[src/rtl/ntsc_pattern_pkg.sv]
// rtl/ntsc_pattern_pkg.sv - mode encodings, component helpers and colour-bar table
package ntsc_pattern_pkg;

  typedef enum logic [1:0] {
    MODE_RAMP  = 2'd0,
    MODE_BARS  = 2'd1,
    MODE_CHECK = 2'd2,
    MODE_SOLID = 2'd3
  } pattern_mode_e;

  function automatic int unsigned comp_mid(input int unsigned w);
    return 32'd1 << (w - 1);
  endfunction

  function automatic int unsigned comp_max(input int unsigned w);
    return (32'd1 << w) - 32'd1;
  endfunction

  // 100% bars as 8-bit {Y,Cr,Cb}; narrower components take the top bits
  function automatic logic [23:0] bar_ycrcb8(input logic [2:0] idx);
    case (idx)
      3'd0:    return {8'd235, 8'd128, 8'd128};
      3'd1:    return {8'd210, 8'd146, 8'd16};
      3'd2:    return {8'd170, 8'd16,  8'd166};
      3'd3:    return {8'd145, 8'd34,  8'd54};
      3'd4:    return {8'd106, 8'd222, 8'd202};
      3'd5:    return {8'd81,  8'd240, 8'd90};
      3'd6:    return {8'd41,  8'd110, 8'd240};
      default: return {8'd16,  8'd128, 8'd128};
    endcase
  endfunction

endpackage

[src/rtl/ntsc_pattern_pixel.sv]
// rtl/ntsc_pattern_pixel.sv - combinational pattern colour for one pixel position
module ntsc_pattern_pixel
  import ntsc_pattern_pkg::*;
#(
  parameter int H_ACTIVE   = 640,
  parameter int COMP_W     = 6,
  parameter int CHECK_LOG2 = 5
) (
  input  logic [1:0]          mode,
  input  logic [9:0]          xp,
  input  logic [8:0]          y,
  input  logic [3*COMP_W-1:0] solid_ycrcb,
  output logic [3*COMP_W-1:0] ycrcb
);

  localparam logic [COMP_W-1:0] MID = COMP_W'(comp_mid(COMP_W));
  localparam logic [COMP_W-1:0] MAX = COMP_W'(comp_max(COMP_W));

  logic [12:0]       xp_x8;
  logic [2:0]        bar_idx;
  logic [23:0]       bar8;
  logic [COMP_W-1:0] ramp_y;
  logic              check_on;

  // 13 bits holds 8*xp for any 10-bit x without overflow
  assign xp_x8    = {xp, 3'b000};
  assign bar_idx  = 3'(xp_x8 / 13'(H_ACTIVE));
  assign bar8     = bar_ycrcb8(bar_idx);
  assign ramp_y   = COMP_W'({1'b0, xp} + {2'b00, y});
  assign check_on = 1'((xp >> CHECK_LOG2) ^ ({1'b0, y} >> CHECK_LOG2));

  always_comb begin
    ycrcb = '0;
    case (mode)
      MODE_RAMP:  ycrcb = {ramp_y, MID, MID};
      MODE_BARS:  ycrcb = {COMP_W'(bar8[23:16] >> (8 - COMP_W)),
                           COMP_W'(bar8[15:8]  >> (8 - COMP_W)),
                           COMP_W'(bar8[7:0]   >> (8 - COMP_W))};
      MODE_CHECK: ycrcb = check_on ? {MAX, MID, MID} : {{COMP_W{1'b0}}, MID, MID};
      default:    ycrcb = solid_ycrcb;
    endcase
  end

endmodule

[src/rtl/ntsc_pattern_gen.sv]
// rtl/ntsc_pattern_gen.sv - synthetic raster source with word-rate divider and valid/ready output
module ntsc_pattern_gen
  import ntsc_pattern_pkg::*;
#(
  parameter int H_ACTIVE     = 640,
  parameter int V_ACTIVE     = 480,
  parameter int COMP_W       = 6,
  parameter int PIX_PER_WORD = 2,
  parameter int RATE_DIV     = 4,
  parameter int CHECK_LOG2   = 5
) (
  input  logic                             clk,
  input  logic                             reset,
  input  logic                             enable,
  input  logic [1:0]                       mode,
  input  logic [3*COMP_W-1:0]              solid_ycrcb,
  input  logic                             ntsc_ready,
  output logic [PIX_PER_WORD*3*COMP_W-1:0] ntsc_pixels,
  output logic                             ntsc_flag,
  output logic                             frame_flag,
  output logic                             line_flag,
  output logic [9:0]                       x_out,
  output logic [8:0]                       y_out
);

  localparam int                PXW      = 3 * COMP_W;
  localparam int                DIV_W    = (RATE_DIV > 1) ? $clog2(RATE_DIV) : 1;
  localparam logic [DIV_W-1:0]  DIV_LAST = DIV_W'(RATE_DIV - 1);
  localparam logic [9:0]        X_LAST   = 10'(H_ACTIVE - PIX_PER_WORD);
  localparam logic [9:0]        X_STEP   = 10'(PIX_PER_WORD);
  localparam logic [8:0]        Y_LAST   = 9'(V_ACTIVE - 1);

  logic [DIV_W-1:0]                 div_cnt;
  logic [9:0]                       x_cnt;
  logic [8:0]                       y_cnt;
  logic [1:0]                       mode_q;
  logic [PXW-1:0]                   colour_q;
  logic                             tick;
  logic                             load;
  logic                             frame_start;
  logic [1:0]                       mode_eff;
  logic [PXW-1:0]                   colour_eff;
  logic [PIX_PER_WORD*PXW-1:0]      word_next;

  assign tick        = enable && (div_cnt == DIV_LAST);
  assign load        = tick && (!ntsc_flag || ntsc_ready);
  assign frame_start = (x_cnt == 10'd0) && (y_cnt == 9'd0);
  // The word that opens a frame sees the live inputs; the rest of the frame uses the latched copy
  assign mode_eff    = frame_start ? mode : mode_q;
  assign colour_eff  = frame_start ? solid_ycrcb : colour_q;

  for (genvar i = 0; i < PIX_PER_WORD; i++) begin : g_pix
    ntsc_pattern_pixel #(
      .H_ACTIVE   (H_ACTIVE),
      .COMP_W     (COMP_W),
      .CHECK_LOG2 (CHECK_LOG2)
    ) u_pixel (
      .mode        (mode_eff),
      .xp          (x_cnt + 10'(i)),
      .y           (y_cnt),
      .solid_ycrcb (colour_eff),
      .ycrcb       (word_next[(PIX_PER_WORD-1-i)*PXW +: PXW])
    );
  end

  always_ff @(posedge clk or posedge reset) begin
    if (reset) begin
      div_cnt     <= '0;
      x_cnt       <= '0;
      y_cnt       <= '0;
      mode_q      <= MODE_RAMP;
      colour_q    <= '0;
      ntsc_pixels <= '0;
      ntsc_flag   <= 1'b0;
      frame_flag  <= 1'b0;
      line_flag   <= 1'b0;
      x_out       <= '0;
      y_out       <= '0;
    end else begin
      if (enable) begin
        div_cnt <= tick ? '0 : div_cnt + DIV_W'(1);
      end
      // A tick that arrives while the consumer stalls is simply lost
      if (load) begin
        ntsc_pixels <= word_next;
        ntsc_flag   <= 1'b1;
        frame_flag  <= frame_start;
        line_flag   <= (x_cnt == 10'd0);
        x_out       <= x_cnt;
        y_out       <= y_cnt;
        if (frame_start) begin
          mode_q   <= mode;
          colour_q <= solid_ycrcb;
        end
        if (x_cnt == X_LAST) begin
          x_cnt <= '0;
          y_cnt <= (y_cnt == Y_LAST) ? 9'd0 : y_cnt + 9'd1;
        end else begin
          x_cnt <= x_cnt + X_STEP;
        end
      end else if (ntsc_flag && ntsc_ready) begin
        ntsc_flag <= 1'b0;
      end
    end
  end

endmodule

[config.mk]
export PLATFORM = sky130hd
export DESIGN_NAME = ntsc_pattern_gen
export DESIGN_NICKNAME = d
export VERILOG_FILES = /design/src/rtl/ntsc_pattern_pkg.sv /design/src/rtl/ntsc_pattern_pixel.sv /design/src/rtl/ntsc_pattern_gen.sv
export SDC_FILE = /design/constraint.sdc
export NUM_CORES = 1
export LEC_CHECK = 0
export ABC_AREA = 1
export CAP_MARGIN = 5
export CORE_AREA = 5 5 130 132
export DETAILED_ROUTE_END_ITERATION = 10
export DIE_AREA = 0 0 135 137
export GPL_ROUTABILITY_DRIVEN = 0
export GPL_TIMING_DRIVEN = 1
export SYNTH_ARGS = -nofsm -noshare
export SYNTH_HDL_FRONTEND = slang
export SYNTH_SLANG_ARGS = --single-unit
export TNS_END_PERCENT = 50
[constraint.sdc]
create_clock -name clk -period 6.02 [get_ports clk]
set_input_delay 0.602 -clock clk [delete_from_list [all_inputs] [get_ports clk]]
set_output_delay 0.602 -clock clk [all_outputs]
set_load 0.005 [all_outputs]
# After elaboration in Yosys (flattened, before gate mapping)
# Index checks and enable logic that the tools add are counted.
[classes] mux=13 n_bitwise=2 div_mod_pow=2 n_addsub=6 eq_ne=17 reduce_logical=13
[op_table] cell="$pmux W24 S7" count=2
[op_table] cell="$pmux W18 S3" count=2
[op_table] cell="$mux W18" count=3
[op_table] cell="$div A13 B10 Y13 const B" count=2
[op_table] cell="$eq A3 B3 Y1 const B" count=6
[op_table] cell="$add A6 B6 Y6" count=2
[op_table] cell="$eq A3 B2 Y1 const B" count=4
[op_table] cell="$add A10 B1 Y10 const B" count=1
[op_table] cell="$add A10 B2 Y10 const B" count=1
[op_table] cell="$eq A10 B10 Y1 const B" count=1
[op_table] cell="$logic_not A10 Y1" count=1
[op_table] cell="$mux W10" count=1
[op_table] cell="$add A9 B1 Y9 const B" count=1
[op_table] cell="$eq A9 B9 Y1 const B" count=1
[op_table] cell="$logic_not A9 Y1" count=1
[op_table] cell="$mux W9" count=1
[op_table] cell="$eq A3 B1 Y1 const B" count=2
[op_table] cell="$logic_not A3 Y1" count=2
[op_table] cell="$eq A2 B2 Y1 const B" count=2
[op_table] cell="$logic_and A1 B1 Y1" count=4
[op_table] cell="$mux W2" count=2
[op_table] cell="$add A2 B1 Y2 const B" count=1
[op_table] cell="$eq A2 B1 Y1 const B" count=1
[op_table] cell="$logic_not A2 Y1" count=1
[op_table] cell="6 further kinds" count=8
[totals] input_bits=24 wordCells=64 register_bits=99 output_inout_bits=58

# Logic depth before layout (Yosys ltp)
[logic_depth] word_depth=5 depth_mapped=24

# By module
# Synthesis repeated with hierarchy kept, for this count alone.
[unflattened] hier_cells=855 hier_area_um2=6073.3
[modules_own_cells] module="ntsc_pattern_gen" n_inst=1 seq_area_each_um2=2427.3 area_each_um2=4494.3 cells_per_inst=575
[modules_own_cells] module="ntsc_pattern_pixel" n_inst=2 seq_area_each_um2=0.0 area_each_um2=789.5 cells_per_inst=140

# Least setup slack after synthesis
# No wires, ideal clock.
[synth_timing] path_type="reg2reg" startpoint="register x_cnt[1]" endpoint="register ntsc_pixels[13]" path_slack_ns=3.705 synth_period_minus_slack_ns=2.315 arrival_time_ns=2.198 stages_incl_launch_ff=23 setup_ns=0.117 required_time_ns=5.903 n_path_buf=0 cell_sequence="dfrtp_1 inv_1 ha_1 inv_1 nor2_1 nand2_1 nand3_1 nand3_1 nand3_2 nand2_2 nand2_4 nand2_2 nand3_2 nand2_2 nand2_4 nand2_4 nand2_8 nand2_4 inv_2 nand2_1 nand4_1 o21ai_1 inv_1"
[synth_between] elab_chain_len=5 elab_cells_between_ends=21 classes_between="add/sub (2); div (1); eq/ne (8); mux (5); bitwise (1); reduce/logical (4)"
[synth_rtl] element="start: declaration" line_no="ntsc_pattern_gen.sv:34" source="logic [9:0] x_cnt;"
[synth_rtl] element="start signal: assignment" line_no="ntsc_pattern_gen.sv:99" source="x_cnt <= x_cnt + X_STEP;"
[synth_rtl] element="$add A10 B1 Y10 / $logic_not A10 Y1 (equally long branches)" line_no="ntsc_pattern_gen.sv:59, ntsc_pattern_gen.sv:47"
[synth_rtl] element="$div A13 B10 Y13 / $logic_and A1 B1 Y1 (equally long branches)" line_no="ntsc_pattern_pixel.sv:27, ntsc_pattern_gen.sv:47"
[synth_rtl] element="$eq A3 B3 Y1, or another cell as far along" line_no="ntsc_pattern_pkg.sv:21" source="case (idx)"
[synth_rtl] element="$pmux W24 S7, or another cell as far along" line_no="ntsc_pattern_pkg.sv:21"
[synth_rtl] element="$pmux W18 S3 *" line_no="ntsc_pattern_pixel.sv:34" source="case (mode)"
[synth_rtl] element="end signal: assignment" line_no="ntsc_pattern_gen.sv:85" source="ntsc_pixels <= word_next;"
[synth_rtl] element="end: declaration" line_no="ntsc_pattern_gen.sv:18" source="output logic [PIX_PER_WORD*3*COMP_W-1:0] ntsc_pixels,"
# Every way passes the cells marked *; elsewhere a longest branch is shown, timed or not.
# A chain may end at the register's enable or synchronous reset.

# Final worst setup path
[layout_timing] startpoint="input enable" endpoint="register y_cnt[8]"
[layout_between] elab_chain_len=3
[layout_rtl] element="start: declaration" line_no="ntsc_pattern_gen.sv:14" source="input logic enable,"
[layout_rtl] element="$logic_and A1 B1 Y1" line_no="ntsc_pattern_gen.sv:45" source="assign tick = enable && (div_cnt == DIV_LAST);"
[layout_rtl] element="$logic_and A1 B1 Y1" line_no="ntsc_pattern_gen.sv:46" source="assign load = tick && (!ntsc_flag || ntsc_ready);"
[layout_rtl] element="$reduce_and A2 Y1 (no line)"
[layout_rtl] element="end signal: assignment" line_no="ntsc_pattern_gen.sv:97" source="y_cnt <= (y_cnt == Y_LAST) ? 9'd0 : y_cnt + 9'd1;"
[layout_rtl] element="end: declaration" line_no="ntsc_pattern_gen.sv:35" source="logic [8:0] y_cnt;"
# Every way passes these cells.

==> flow_summary.json <==
{
  "drtIter0Drc": 345,
  "firstDrtPassIters": 4,
  "synth.area.top_cells": "dfrtp_1, nand2_1, o21ai_0",
  "overflow": 0,
  "vias_per_cell": 4.713,
  "clock_latency_ns": 0.35,
  "run_status": "complete, no violations",
  "max_clock_freq_mhz": 308.2,
  "relSlewSlack": 0.3313,
  "crit_required_ns": 6.29,
  "postRouteAntennaNets": 0,
  "hold_path_class": "reg2reg",
  "first_global_vias": 4393,
  "fp.dieW_um": 135,
  "worstSetupStartpointType": "input pin",
  "worstSetupEndpointType": "flip-flop",
  "syn_nets": 715,
  "vdd_drop_max_v": 0.0001656,
  "synth_edf_count": 0,
  "syn_inst": 678,
  "final_hold_viol_count": 0,
  "synth_top_area_cell": "dfrtp_1",
  "die_area_sq_um": 18500,
  "wl_per_cell_um": 13.74,
  "htreeDepth": 3,
  "io_buffers": 80,
  "fin_crit_ns": 3.245,
  "cts_made_buffers": 9,
  "die-height_um": 137,
  "antenna_found_initial": 0,
  "wl_um": 13260,
  "syn_to_final_growth_pct": 23.51,
  "cts.sinks": 97,
  "setup_viol": 0,
  "synth_top_area_frac": 0.4560,
  "tns_ns": 0,
  "diodes": 0,
  "critPathMaxFanout": 48,
  "cp_data_arrival_time_ns": 3.52,
  "power.static_leakage_nw": 3.093,
  "maxCapViolCount": 0,
  "synth_area_per_cell_sq_um": 7.850,
  "synth.top_cells.by_count": "nand2_1, dfrtp_1, inv_1",
  "clock-root-buffer": "clkbuf_16",
  "holdWs_ns": 0.4784,
  "grt_max_degree": 52,
  "fin_skew_ns": 0.009296,
  "coreArea_sq_um": 15600,
  "power_mw": 2.803,
  "ys_seq_area_frac": 0.4560,
  "finalMaxSlewViolations": 0,
  "cts_buffer_depth": 2,
  "yosysWarnings": 0,
  "grt_usage": 0.1491,
  "rsz0062_at_grt": "false",
  "grt_pass1_wl_um": 22020,
  "core.rowCount": 46,
  "postCtsSetupRepairBufs": 0,
  "synth_seq_cells": 97,
  "synth_most_common_cell": "nand2_1",
  "critical_path_class": "in2reg",
  "initial_utilization": 0.3412,
  "p_per_area_nw_per_um2": 426.4,
  "tightestPinTransition_ns": 1.001,
  "vias": 4548,
  "holdBufCountCts": 0,
  "cts.clk_slew.worst_paths_ns": 0.07,
  "place_hpwl_um": 9948,
  "period_share": 0.5390,
  "synth.distinct_cells": 46,
  "drc": 0,
  "cts_resized": 0,
  "drive_gt1_frac": 0.08411,
  "ioPinCount": 82,
  "finalNetCount": 781,
  "ys.flop_type": "dfrtp_1",
  "syn-cell-area_sq_um": 5323,
  "synthArstFlopShare": 1.000,
  "cts_tree": "done",
  "utilization": 0.4215
}
## worst paths after layout
kind	from	end	slack, ns	cells after the start
max in group asynchronous	reset	ntsc_pixels[6]	4.28	3
worst max-delay path	enable	y_cnt[8]	2.77	11
min in group asynchronous	reset	div_cnt[1]	0.69	2
worst max register to register	x_cnt[1]	ntsc_pixels[19]	2.91	12
worst min-delay path	div_cnt[0]	div_cnt[0]	0.48	1
worst min register to register	div_cnt[0]	div_cnt[0]	0.48	1
## cell usage in the layout, fill, tap and decap left out, types with 10 or more instances in the layout
| master | instances |
|---|---|
| nand2_2 | 10 |
| dfrtp_1 | 97 |
| inv_1 | 83 |
| o21ai_1 | 10 |
| nand2_1 | 144 |
| clkdlybuf4s50_1 | 80 |
| nand3_1 | 37 |
| a21oi_1 | 38 |
| o21ai_0 | 82 |
| nor2_1 | 48 |
| nand4_1 | 10 |
| ha_1 | 12 |
## state kept, by name, summed over array words and instances (netlist names), 2 cells and up
register and flops:
x_out 9, ntsc_pixels 36, mode_q 2, x_cnt 9
y_out 9, colour_q 18, div_cnt 2, y_cnt 9
## worst max-delay path, cell delays in order
cell             delay, ns
clkdlybuf4s50_1       0.47
nand3_1               0.11
buf_4                 0.37
clkinv_1              0.65
nand3_1               0.62
inv_1                 0.23
nand4_1               0.12
inv_1                 0.07
nand2_1               0.08
o22ai_1               0.07
a21oi_1               0.13
## metrics by stage
stage               setup WS (ns)  cells  area [sq um]
finish                      2.775    965          6574
global route                2.384    965          6574
floorplan                   2.884    678          5323
global placement            2.490    949          6292
CTS                         2.771    965          6574
detailed placement          2.388    949          6292
## logic make-up after synthesis
group	count (synthesis)	share of synthesized area
adders and majority gates	13	0.03197
buffers and inverters	123	0.09121
AOI/OAI and AO/OA	153	0.1575
other	1	0.0007045
xor gates and xnor gates	9	0.01481
muxes	1	0.002116
and+or+nand+nor	281	0.2457
DFF	97	0.4560
## layout make-up
type | instances | area (sq um)
flip-flops and latches | 97 | 2427
clock buffers | 10 | 239.0
well taps | 216 | 270.3
multi-input cells | 458 | 2410
inverters | 95 | 361.6
fillers | 1631 | 9024
repair buffers | 83 | 823.3
clock inverters | 6 | 42.54
## power breakdown
part	internal [mW]	switching (mW)	leakage [nW]
sequential	0.842	0.144	1.17
clock	0.292	0.255	0.135
combinational	0.584	0.686	1.79
## metal layers
metal,track usage,up-vias,wire [um]
li1,-,2334,-
met1,0.2051,2111,6386
met2,0.2360,90,6172
met3,0.03529,13,549
met4,0.04143,0,153
met5,0,-,0
Power figures use the tool's default switching activity.
